File: src/rtl/mux_select_arbiter.sv
// mux_select_arbiter: round-robin valid/ready arbiter with bounded bursts driving a 2:1 mux select; MUX_ARB_STATS_EN adds saturating transfer counters
module mux_select_arbiter #(
  parameter int MAX_BURST = 4,
  parameter int CNT_W = 8
) (
  input  logic clk,
  input  logic rst,
  input  logic A_valid,
  output logic A_ready,
  input  logic B_valid,
  output logic B_ready,
  output logic S,
  output logic out_valid,
  input  logic out_ready
`ifdef MUX_ARB_STATS_EN
  ,
  output logic [15:0] xfer_cnt_A,
  output logic [15:0] xfer_cnt_B
`endif
);
  typedef enum logic [1:0] {IDLE, GRANT_A, GRANT_B} state_t;
  state_t state, nxt;
  logic last_b;
  logic [CNT_W-1:0] cnt;
  logic grant, cur_valid, oth_valid, xfer, leave;
  always_ff @(posedge clk) begin
    if (rst) begin
      state <= IDLE;
      S <= 1'b0;
      cnt <= '0;
      last_b <= 1'b1;
    end else begin
      state <= nxt;
      S <= nxt == GRANT_A ? 1'b0 : nxt == GRANT_B ? 1'b1 : S;
      cnt <= leave ? '0 : xfer ? cnt + CNT_W'(1) : cnt;
      if (leave) last_b <= state == GRANT_B;
    end
  end
  always_comb begin
    nxt = state == IDLE ? (A_valid & (~B_valid | last_b) ? GRANT_A : B_valid ? GRANT_B : IDLE)
        : leave ? (oth_valid ? (state == GRANT_A ? GRANT_B : GRANT_A) : IDLE)
        : state;
  end
  always_comb begin
    grant = state != IDLE;
    cur_valid = state == GRANT_B ? B_valid : A_valid;
    oth_valid = state == GRANT_B ? A_valid : B_valid;
    out_valid = ~rst & grant & cur_valid;
    A_ready = ~rst & (state == GRANT_A) & out_ready;
    B_ready = ~rst & (state == GRANT_B) & out_ready;
    xfer = out_valid & out_ready;
    leave = grant & (~cur_valid | (xfer & (cnt == CNT_W'(MAX_BURST - 1))));
  end
`ifdef MUX_ARB_STATS_EN
  always_ff @(posedge clk) begin
    if (rst) begin
      xfer_cnt_A <= '0;
      xfer_cnt_B <= '0;
    end else begin
      if (xfer & (state == GRANT_A) & ~&xfer_cnt_A) xfer_cnt_A <= xfer_cnt_A + 16'd1;
      if (xfer & (state == GRANT_B) & ~&xfer_cnt_B) xfer_cnt_B <= xfer_cnt_B + 16'd1;
    end
  end
`endif
endmodule

File: config.mk
export PLATFORM = sky130hd
export DESIGN_NAME = mux_select_arbiter
export DESIGN_NICKNAME = d
export VERILOG_FILES = /design/src/rtl/mux_select_arbiter.sv
export SDC_FILE = /design/constraint.sdc
export NUM_CORES = 1
export LEC_CHECK = 0
export CAP_MARGIN = 20
export CORE_ASPECT_RATIO = 1.2
export CORE_MARGIN = 2
export CORE_UTILIZATION = 54
export DETAILED_ROUTE_END_ITERATION = 12
export GPL_TIMING_DRIVEN = 1
export HOLD_SLACK_MARGIN = 0.08
export MAX_ROUTING_LAYER = met4
export PLACE_DENSITY = 0.84
export SLEW_MARGIN = 20
export SYNTH_ARGS = -nofsm -noshare
export SYNTH_HDL_FRONTEND = slang
export SYNTH_SLANG_ARGS = --single-unit
File: constraint.sdc
create_clock -name clk -period 1.98 [get_ports clk]
set_input_delay 0.297 -clock clk [delete_from_list [all_inputs] [get_ports clk]]
set_output_delay 0.297 -clock clk [all_outputs]
set_load 0.02 [all_outputs]
* Yosys cells after proc, flatten, opt, wreduce, memory -nomap -nowiden
Index checks and enable logic that the tools add are counted.
** Cells by class
- Add/sub/neg operators :: 1
- Eq/ne operators :: 5
- Mux-type cells :: 8
- Bitwise gates (word level) :: 15
- Reduce and logical (&&, ||, !) cells :: 4
** Operators with widths (number)
- $mux W2 :: 6
- $and A1 B1 Y1 :: 10
- $add A8 B1 Y8 const B :: 1
- $eq A8 B2 Y1 const B :: 1
- $eq A2 B1 Y1 const B :: 2
- $eq A2 B2 Y1 const B :: 2
- $reduce_or A2 Y1 :: 2
- $not A1 Y1 :: 3
- $logic_not A2 Y1 :: 1
- $mux W1 :: 2
- $or A1 B1 Y1 :: 2
- $reduce_bool A2 Y1 :: 1
** Storage, ports and cells
- Bits in registers :: 12
- Input bits :: 5
- Output and inout port bits :: 4
- Word-level logic and storage cells :: 37

* Depth between registers and ports, before layout
Gate-level depths: netlist of the first run.
- Depth after elaboration :: 11
- Depth in mapped cells :: 5
- Mapped depth without buffers :: 5

* Worst setup path after synthesis of the first run
Ideal clock, no wire load.
- Path type :: flip-flop to flip-flop
- Start point :: register cnt[0]
- End point :: register S
- Library setup time :: 0.088 ns
- Arrival time :: 1.372 ns
- Data required time :: 1.892 ns
- Setup slack :: 0.520 ns
- Stages on the path, launching flop included :: 6
- Path buffers :: 0
- Clock period less this slack :: 1.460 ns
- Cell sequence :: dfxtp_1 > ha_1 > nand3b_1 > a21o_1 > o311a_1 > a311oi_2
** Between the ends
- Longest elaborated chain between the ends :: 8
- Elaborated cells between the ends (all ways) :: 9
- Classes of those cells :: 3 x eq/ne; 2 x mux; 3 x bitwise; 1 x reduce/logical
** Ends and longest elaborated chain
- from (decl) :: RTL line 24 : logic [CNT_W-1:0] cnt;
- from (signal assigned) :: RTL line 35 : cnt <= leave ? '0 : xfer ? cnt + CNT_W'(1) : cnt;
- $eq A8 B2 Y1 (*) :: RTL line 52 : leave = grant & (~cur_valid | (xfer & (cnt == CNT_W'(MAX_BURST - 1))));
- $and A1 B1 Y1 (*) :: RTL line 52
- $or A1 B1 Y1 (*) :: RTL line 52
- $and A1 B1 Y1 (*) :: RTL line 52
- $mux W2 (*) :: RTL line 41 : : leave ? (oth_valid ? (state == GRANT_A ? GRANT_B : GRANT_A) : IDLE)
- $mux W2 (*) :: RTL line 40 : nxt = state == IDLE ? (A_valid & (~B_valid | last_b) ? GRANT_A : B_valid ? GRANT_B : IDLE)
- $eq A2 B1 Y1 :: RTL line 34 : S <= nxt == GRANT_A ? 1'b0 : nxt == GRANT_B ? 1'b1 : S;
- $reduce_or A2 Y1 (no source line)
- to (signal assigned) :: RTL line 34
- to (decl) :: RTL line 12 : output logic S,
Every way passes the cells marked *; elsewhere a longest branch is shown, timed or not.
A chain may end at the register's enable or synchronous reset.

* Worst setup path after layout of the first run
- Start point :: input rst
- End point :: output B_ready
** Between the ends
- Longest elaborated chain between the ends :: 3
** Ends and longest elaborated chain
- from (decl) :: RTL line 7 : input logic rst,
- $not A1 Y1 :: RTL line 50 : B_ready = ~rst & (state == GRANT_B) & out_ready;
- $and A1 B1 Y1 (2 in a row) :: RTL line 50
- to (decl) :: RTL line 11 : output logic B_ready,
Every way passes these cells.

==> results of run 1 <==
-- routing by layer --
metal	share of wire, %	up-vias
li1	-	416
met1	39	404
met2	52	31
met3	4.2	9
met4	3.9	0
met5	0	-
-- flip-flops by register name, summed over array words and instances (netlist names) --
name,cells
cnt,8
last_b,1
state,2
S,1
-- kinds of logic after synthesis --
logic type	Yosys count	share of synthesized area [%]
mux	1	1.17
fa+ha+maj	1	1.47
simple gates	31	23.9
buf+inv	11	5.57
flops	12	28.2
xor+xnor	6	6.16
compound gates	37	33.6
-- stage by stage --
stage	setup TNS [ns]	worst slack [ns]	total power (µW)	instance area (µm²)
floorplan	0	0.520	331	853
global placement	-0.0106	-0.0106	376	1030
detailed placement	-0.0342	-0.0262	380	1030
CTS	0	0.00785	580	1070
global route	0	0.0200	608	1070
finish	0	0.0792	584	1070
-- path summary, 6_finish.rpt --
kind	startpoint	endpoint	slack, ns	cells after the start
setup / recovery	rst	B_ready	0.08	4
hold / removal	S	S	0.49	2
setup reg to reg	cnt[2]	S	0.36	4
hold reg to reg	S	S	0.49	2
-- cells in the mapped netlist (all sizes together) --
cell type	count	area share, %
inv	5	2.2
a31oi	2	1.5
nor3b	1	0.88
nor4	1	2.5
nand4b	1	1.0
nor2	4	1.8
buf	3	2.1
clkbuf	3	1.3
nor2b	1	0.73
o21a	1	0.88
a21o	2	1.8
nor3	1	0.59
xnor2	6	6.2
o221a	1	1.3
nand4	2	1.5
a211oi	11	10
nand2	8	4.1
and3b	2	2.1
a221oi	2	2.1
nand3b	2	3.2
o31ai	1	0.88
mux2i	1	1.2
o2111ai	1	1.0
ha	1	1.5
nand3	2	1.2
o311a	1	1.2
or2	1	0.73
a311oi	1	1.8
a21oi	4	2.3
and2	1	0.73
o21ai	5	3.4
o211ai	2	1.8
dfxtp	12	28
a2111oi	1	1.8
o22ai	1	0.73
o31a	1	1.0
nand2b	4	2.9
-- power breakdown --
part	internal [µW]	leakage [µW]	switching (µW)	total, µW
clock network	112	0.0000210	96.9	209
registers	247	0.0000974	6.09	253
logic	57.2	0.000268	64.2	121
-- cell type report --
type / instances / area [µm²]
clock buffer: 4 / 36.3
fill: 99 / 395
inverter: 5 / 18.8
multi-input combinational: 76 / 566
sequential: 12 / 240
tap: 17 / 21.3
timing repair buffer: 22 / 186
-- worst max-delay path, delay by kind of cell --
family        cells  cell delay (ns)
buf+inv           2             1.02
simple gates      2             0.28
==> run metrics, run 1 <==
status finished clean; worst hold path class reg -> reg; CP required 1.68 ns; Util after Layout 73.0%; Avg Cell Area, Syn 8.62 µm²; postcts setup bufs 0; syn nets 105; gpl congestion 0.779; clk_skew 0.00674 ns; critical path, cell by cell clkdlybuf4s50_1, nand2b_1, nor2_1, clkdlybuf4s50_1; Fin. Hold Viols 0; # diodes 0; DP Cell Count 132; DRC viols 0; Iteration-0 DRC Markers 21; largest net degree at the start of global routing 12; routed vias 860; Routed wire per std cell 16.0 µm; CTS tree done; vias in the first global route 801; Slowest-stage cell, CP clkdlybuf4s50_1; global-route wire length before repair 3490 µm; met3 Use GR 6.51%; Arr. time, crit path 1.60 ns; Synth Cell Area 853 µm²; most common cell after layout, fill and taps aside buf_4; most used cell along the critical path clkdlybuf4s50_1; PD cells 546 nW/µm²; Seq cells post-synth 12; final wirelength 2180 µm; max_slew headroom 73.7%; grt ovf 0; standard-cell rows 15; initial antenna violation count 0; H-tree levels 1; GR Util met1 30.1%; synth unique cells 42; Worst VDD drop 0.000421 V; Final min period 1.90 ns; crit path capture type output port; f_max 526 MHz; clk slew on worst S/H paths 0.09 ns; TritonCTS Buffers 3; Synth-to-Final Area Change 25.2%; Clock Tree Buf Depth 2; Worst Tran Pin Value 0.394 ns; RSZ-0062 raised after global routing no; Root Buffer clkbuf_4; IO Pins 9; Leak 0.000387 µW; CTS resizes 1; GRT Util Overall 29.2%; hold_ws 0.490 ns; Chip Width 40.3 µm; DP HPWL 1570 µm; period utilization 96.0%; nets 126; Pre-Repair DR Iteration Count 4; drt via density 6.32; most used routing layer met2; Cells after Synth 99; Setup CP Type in -> out; most frequent cells in the layout buf_4 (14), dfxtp_1 (12), a211oi_1 (10); cts hold-fix bufs 0; Setup crit start kind input port; Die Area 1920 µm²; number of max-cap violations 0; Initial Util 58.3%; yosys warns 0; Detail Route Antenna Nets 0; Seq/Total Area, Yosys 28.2%; fin cells 136; die height 47.5 µm; Slew Limit Fails 0; I/O Buffers 8; Sink Count 12; M2 GR Usage 49.4%; CP max stage delay 0.60 ns; layout cell share with drive strength beyond 1 22.7%; Max FO, Critical Path 3; Setup violations, final 0; clock latency on the worst-skew pair 0.29 ns; core area 1460 µm²
(Power assumes the default switching activity.)
==> inputs of run 2 (changes only) <==
--- a/config.mk
+++ b/config.mk
@@ -5,15 +5,15 @@
 export SDC_FILE = /design/constraint.sdc
 export NUM_CORES = 1
 export LEC_CHECK = 0
+export ABC_AREA = 1
 export CAP_MARGIN = 20
-export CORE_ASPECT_RATIO = 1.2
 export CORE_MARGIN = 2
-export CORE_UTILIZATION = 54
+export CORE_UTILIZATION = 47
 export DETAILED_ROUTE_END_ITERATION = 12
 export GPL_TIMING_DRIVEN = 1
 export HOLD_SLACK_MARGIN = 0.08
 export MAX_ROUTING_LAYER = met4
-export PLACE_DENSITY = 0.84
+export PLACE_DENSITY = 0.79
 export SLEW_MARGIN = 20
 export SYNTH_ARGS = -nofsm -noshare
 export SYNTH_HDL_FRONTEND = slang
==> constraint.sdc (replaced) <==
create_clock -name clk -period 1.55 [get_ports clk]
set_input_delay 0.2325 -clock clk [delete_from_list [all_inputs] [get_ports clk]]
set_output_delay 0.2325 -clock clk [all_outputs]
set_load 0.02 [all_outputs]
==> run 2 against run 1 <==
  * Register-to-register slack got worse by 0.34 ns
  * Non-clock buffer count increased by 5
  * Design area decreased by 0.58%
  * Flip-flop and latch count unchanged
  * Sequential power increased by 35%
  * Critical path depth increased by 1
  * Count of clock-buffer cells in the layout decreased by 1
  * Via count decreased by 7.3%
  * Worst hold slack got worse by 0.15 ns
  * Clock power decreased by 8%
  * Synthesized area decreased by 15%
  * Largest power group unchanged
==> run metrics, run 2 <==
status finished clean (unchanged); Iteration-0 DRC Markers 22 (was 21); synth unique cells 22 (was 42); DP Cell Count 141 (was 132); TritonCTS Buffers 3 (unchanged); XOR/XNOR Fraction of Synth Area 3.60% (was 6.16%); Pre-Repair DR Iteration Count 4 (unchanged); Setup crit start kind flip-flop (was input port); DRC viols 0 (unchanged); storage element area 248 µm² (was 240 µm²); Sink Count 12 (unchanged); top flop regs cnt: 8 flops, state: 2 flops (unchanged); final wirelength 1920 µm (was 2180 µm); global-route wire length before repair 2960 µm (was 3490 µm); grt ovf 0 (unchanged); Setup violations, final 0 (unchanged); DP HPWL 1390 µm (was 1570 µm); die height 43.4 µm (was 47.5 µm); post-synth top area cell dfxtp_1 (unchanged); CTS tree done (unchanged); Routed wire per std cell 12.8 µm (was 16.0 µm); switching share of total power 33.5% (was 28.6%); H-tree levels 1 (unchanged); clk_skew 0.00543 ns (was 0.00674 ns); reg2reg start state[0] (was cnt[2]); Seq cells post-synth 12 (unchanged); Avg Cell Area, Syn 6.95 µm² (was 8.62 µm²); Synth-to-Final Area Change 45.6% (was 25.2%); sequential share of power 42.4% (was 43.4%); largest reg by FF count cnt (unchanged); Slew Limit Fails 0 (unchanged); Synth area leaders dfxtp_1 (33%), nand3_1 (11%), nand2_1 (8.2%) (was dfxtp_1 (28%), a211oi_1 (8.8%), xnor2_1 (6.2%)); Cells after Synth 105 (was 99); ys flop type dfxtp_1 (unchanged); yosys warns 0 (unchanged); Int Power 535 µW (was 417 µW); Synth Cell Area 729 µm² (was 853 µm²); clock power share 23.9% (was 35.8%); clk slew on worst S/H paths 0.07 ns (was 0.09 ns); Total Power 804 µW (was 584 µW); Leak 0.000522 µW (was 0.000387 µW); worst hold path class in -> reg (was reg -> reg); Worst VDD drop 0.000636 V (was 0.000421 V); standard-cell rows 14 (was 15); clock latency on the worst-skew pair 0.27 ns (was 0.29 ns); flip-flop count of the largest register after layout 8 (unchanged); post-synthesis adder-cell area fraction 1.72% (was 1.47%); drt via density 5.31 (was 6.32); cts hold-fix bufs 0 (unchanged); CP required 1.32 ns (was 1.68 ns); multiplexer share of the synthesized area 0% (was 1.17%); PD cells 757 nW/µm² (was 546 nW/µm²); I/O Buffers 8 (unchanged); largest net degree at the start of global routing 7 (was 12); Seq/Total Area, Yosys 32.9% (was 28.2%); max_slew headroom 73.6% (was 73.7%); share of the synthesized area in the top cell type 32.9% (was 28.2%); Die Area 1880 µm² (was 1920 µm²); core area 1470 µm² (was 1460 µm²); Hold Crit Start rst (was S); crit path capture type output port (unchanged); initial antenna violation count 0 (unchanged); Synth async-reset ratio 0% (unchanged); # diodes 0 (unchanged); complex-gate fraction of the synthesized area 9.61% (was 33.6%); GRT Util Overall 21.7% (was 29.2%); Comb power frac 33.7% (was 20.8%); FILL cells 106 (was 99); Chip Width 43.4 µm (was 40.3 µm); nets 142 (was 126); post-synthesis simple-gate area fraction 42.9% (was 23.9%); most common cell after layout, fill and taps aside buf_4 (unchanged); multi-input logic area 494 µm² (was 566 µm²); layout cell share with drive strength beyond 1 38.1% (was 22.7%); IO Pins 9 (unchanged); Max FO, Critical Path 5 (was 3); syn nets 111 (was 105); CP Launch Point state[1] (was rst); Arr. time, crit path 1.31 ns (was 1.60 ns); Setup Total Neg Slack 0 ns (unchanged); hold_ws 0.338 ns (was 0.490 ns); f_max 650 MHz; Initial Util 49.6% (was 58.3%); Setup CP Type reg -> out (was in -> out); Fin. Hold Viols 0 (unchanged); number of max-cap violations 0 (unchanged); net switching power 269 µW (was 167 µW); routed vias 797 (was 860); Worst Tran Pin Value 0.392 ns (was 0.394 ns); gpl congestion 0.881 (was 0.779); period utilization 99.3%; top cells by count, synth nand2_1 (16), nand3_1 (16), inv_1 (14), nor2_1 (13), dfxtp_1 (12) (was dfxtp_1 (12), a211oi_1 (10), nand2_1 (6), xnor2_1 (6), inv_1 (5)); EDFF count, synth 0 (unchanged); Detail Route Antenna Nets 0 (unchanged); fin cells 150 (was 136); main combinational cell family by area after synthesis simple AND/OR/NAND/NOR gates (was compound AO/OA/AOI/OAI gates); Final min period 1.54 ns; Clock Tree Buf Depth 2 (unchanged); Root Buffer clkbuf_4 (unchanged); Util after Layout 72.2% (was 73.0%); RSZ-0062 raised after global routing yes (was no); most frequent cells in the layout buf_4 (17), nand2_1 (15), nand3_1 (14) (was buf_4 (14), dfxtp_1 (12), a211oi_1 (10)); vias in the first global route 703 (was 801)
## run 2: cell families (layout without fill, tap and decap cells)
family | Yosys count | count (layout)
DFF | 12 | 12
AOI/OAI and AO/OA | 13 | 13
adders and majority gates | 1 | 1
and+or+nand+nor | 61 | 61
xor gates and xnor gates | 3 | 3
buffers and inverters | 15 | 44
## run 2: final timing paths
check	cells after the start	slack, ns	to
max reg2reg	11	0.02	cnt[3]
min	3	0.34	state[0]
max	5	0.01	out_valid
min reg2reg	2	0.49	last_b
## run 2: power groups by stage
stage | clock (µW) | combinational [µW] | sequential, µW
after floorplan | 0 | 135 | 342
after global placement | 0 | 222 | 341
after detailed placement | 0 | 230 | 341
after CTS | 195 | 233 | 337
after global routing | 204 | 296 | 341
final | 192 | 271 | 341
## run 2: area by class of cell
type	count	area share (%)
Tap cell	16	1.88
Timing Repair Buffer	27	21.0
Inverter	14	5.18
Clock buffer	3	2.12
Multi-Input combinational cell	78	46.5
Sequential cell	12	23.3
## run 2: worst max-delay path, cell delays in order (launching register included)
cell and delay (ns):
dfxtp_4 0.37, nor2_1 0.15, nor2_1 0.08, and2_4 0.16, buf_4 0.13, buf_2 0.15
## run 2: repair_timing
item,CTS,global route
gates cloned,0,0
gates resized for setup,17,24
pin swaps,3,5
setup buffers,1,5
setup endpoints to repair,7,12
## run 2: routing by layer
metal | track usage (%) | up-vias | share of wire, %
met5 | - | - | 0
met4 | 4.85 | 0 | 1.9
met3 | 7.08 | 6 | 4.3
met2 | 36.1 | 20 | 51
met1 | 25.5 | 368 | 43
li1 | - | 403 | -
## run 2: through the flow
stage / area, µm² / setup WS, ns
3_5_place_dp: 912 / -0.371
4_1_cts: 955 / 0.00202
2_1_floorplan: 729 / 0.131
6_report: 1060 / 0.0110
5_1_grt: 1060 / -0.0456
3_3_place_gp: 912 / -0.333
==> inputs of run 3 (changes only) <==
--- a/config.mk
+++ b/config.mk
@@ -8,12 +8,13 @@
 export ABC_AREA = 1
 export CAP_MARGIN = 20
 export CORE_MARGIN = 2
-export CORE_UTILIZATION = 47
+export CORE_UTILIZATION = 55
 export DETAILED_ROUTE_END_ITERATION = 12
 export GPL_TIMING_DRIVEN = 1
 export HOLD_SLACK_MARGIN = 0.08
 export MAX_ROUTING_LAYER = met4
-export PLACE_DENSITY = 0.79
+export PLACE_DENSITY = 0.86
+export RECOVER_POWER = 25
 export SLEW_MARGIN = 20
 export SYNTH_ARGS = -nofsm -noshare
 export SYNTH_HDL_FRONTEND = slang
==> constraint.sdc (replaced) <==
create_clock -name clk -period 2 [get_ports clk]
set_input_delay 0.3 -clock clk [delete_from_list [all_inputs] [get_ports clk]]
set_output_delay 0.3 -clock clk [all_outputs]
set_load 0.02 [all_outputs]
==> run 3 against run 2 <==
  * Non-clock buffer count is 14 lower
  * Via count is 14% lower
  * Critical path depth is 1 lower
  * Sequential share of layout area is 3.7 points higher
  * Setup slack better by 0.24 ns
  * Die area is 13% lower
  * Utilization is 2.2 points lower
==> run metrics, run 3 (same netlist as run 2, synthesis figures left out) <==
Arr. time, crit path 1.45 ns (was 1.31 ns); Slowest-stage cell, CP dfxtp_1 (was dfxtp_4); Final min period 1.75 ns; layout cell share with drive strength beyond 1 15.7% (was 38.1%); most used cell along the critical path nor2_1 (unchanged); nets 128 (was 142); # diodes 0 (unchanged); FILL cells 108 (was 106); drt via density 5.05 (was 5.31); Sink Count 12 (unchanged); global-route wire length before repair 2560 µm (was 2960 µm); Place WS -0.0209 ns (was -0.371 ns); Fin. Hold Viols 0 (unchanged); Setup WS post-layout 0.249 ns (was 0.0110 ns); multi-input logic area 419 µm² (was 494 µm²); Worst Tran Pin Value 0.355 ns (was 0.392 ns); CP required 1.70 ns (was 1.32 ns); DP HPWL 1210 µm (was 1390 µm); GRT Util Overall 26.5% (was 21.7%); PD cells 684 nW/µm² (was 757 nW/µm²); post-route cell area 888 µm² (was 1060 µm²); top flop regs cnt: 8 flops, state: 2 flops (unchanged); gpl congestion 0.893 (was 0.881); TritonCTS Buffers 3 (unchanged); clock latency on the worst-skew pair 0.28 ns (was 0.27 ns); DRC viols 0 (unchanged); f_max 571 MHz; Detail Route Antenna Nets 0 (unchanged); Total Power 607 µW (was 804 µW); Setup CP Type reg -> out (unchanged); crit path capture type output port (unchanged); most frequent cells in the layout nand2_1 (17), nand3_1 (16), inv_1 (14) (was buf_4 (17), nand2_1 (15), nand3_1 (14)); DP Area 851 µm² (was 912 µm²); most common cell after layout, fill and taps aside nand2_1 (was buf_4); largest reg by FF count cnt (unchanged); Die Area 1630 µm² (was 1880 µm²); Clock Tree Buf Depth 2 (unchanged); max_slew headroom 76.1% (was 73.6%); RSZ-0062 raised after global routing no (was yes); Routed wire per std cell 11.3 µm (was 12.8 µm); clk slew on worst S/H paths 0.07 ns (about the same); storage element area 240 µm² (was 248 µm²); Initial Util 57.5% (was 49.6%); routed vias 687 (was 797); H-tree levels 1 (unchanged); critical path, cell by cell nor2_1, nor2_1, and2_4, dlygate4sd2_1 (was nor2_1, nor2_1, and2_4, buf_4, buf_2); worst hold path class reg -> reg (was in -> reg); initial antenna violation count 0 (unchanged); number of max-cap violations 0 (unchanged); Chip Width 40.4 µm (was 43.4 µm); Setup violations, final 0 (unchanged); vias in the first global route 632 (was 703); die height 40.4 µm (was 43.4 µm); CP Buf/Inv Count 1 (was 2); grt ovf 0 (unchanged); standard-cell rows 13 (was 14); CTS tree done (unchanged); Slew Limit Fails 0 (unchanged); flip-flop count of the largest register after layout 8 (unchanged); Max FO, Critical Path 5 (unchanged); Worst VDD drop 0.000398 V (was 0.000636 V); Setup Total Neg Slack 0 ns (unchanged); Setup crit start kind flip-flop (unchanged); clk_skew 0.000396 ns (was 0.00543 ns); core area 1270 µm² (was 1470 µm²); largest net degree at the start of global routing 9 (was 7); delay-heaviest family, CP simple AND/OR/NAND/NOR gates (unchanged); Synth-to-Final Area Change 21.8% (was 45.6%); I/O Buffers 8 (unchanged); IO Pins 9 (unchanged); final wirelength 1540 µm (was 1920 µm); Root Buffer clkbuf_4 (unchanged); status finished clean (unchanged); CP max stage delay 0.36 ns (was 0.37 ns); Leak 0.000444 µW (was 0.000522 µW); period utilization 87.6%; Iteration-0 DRC Markers 8 (was 22); Pre-Repair DR Iteration Count 4 (unchanged); Util after Layout 70.0% (was 72.2%)
## run 3: cell types whose count changed in the layout (fill, tap and decap cells not counted), sizes merged
cell,delta
buf,-16
clkdlybuf4s50,+2
dlygate4sd2,+1
dlygate4sd3,+1
dlymetal6s2s,-1
## run 3: tightest hold or removal path, cell delays in order (launching register included)
cell     delay (ns)
dfxtp_1        0.33
nand2_1        0.06
a21oi_1        0.05
## run 3: final timing paths
path	start	to	slack (ns)	cells past startpoint
setup / recovery	state[1]	out_valid	0.25	4
hold / removal	cnt[1]	cnt[1]	0.49	2
setup reg to reg	state[1]	cnt[6]	0.33	10
hold reg to reg	cnt[1]	cnt[1]	0.49	2
## run 3: repair_timing
action                                  in CTS  in global routing
hold buffers                                 0                  0
buffers inserted                             0                  0
endpoints found under the setup margin       1                  2
gates resized for setup                      1                  2
## run 3: routing by layer
layer	vias up	track usage, %	wire length, µm	share of wire (%)
met5	-	-	0	0
met4	0	19.2	38	2.5
met3	4	11.7	72	4.7
met2	11	41.3	749	49
met1	300	25.9	676	44
li1	372	-	-	-
## run 3: where the power goes
group          internal, µW  switching (µW)
Combinational          60.2            91.9
Clock                   111            84.6
Sequential              250            9.11
## run 3: metrics by stage
step | hold slack (ns) | std cells
3_3_place_gp | 0.456 | 132
2_1_floorplan | 0.372 | 105
4_1_cts | 0.496 | 136
3_5_place_dp | 0.485 | 132
5_1_grt | 0.518 | 136
6_report | 0.490 | 136
## run 3: layout make-up
cell class | count | share of cell area [%]
tap | 15 | 2.11
sequential | 12 | 27.0
clock buffer | 4 | 4.08
multi-input combinational | 78 | 47.2
timing repair buffer | 13 | 13.7
inverter | 14 | 5.92
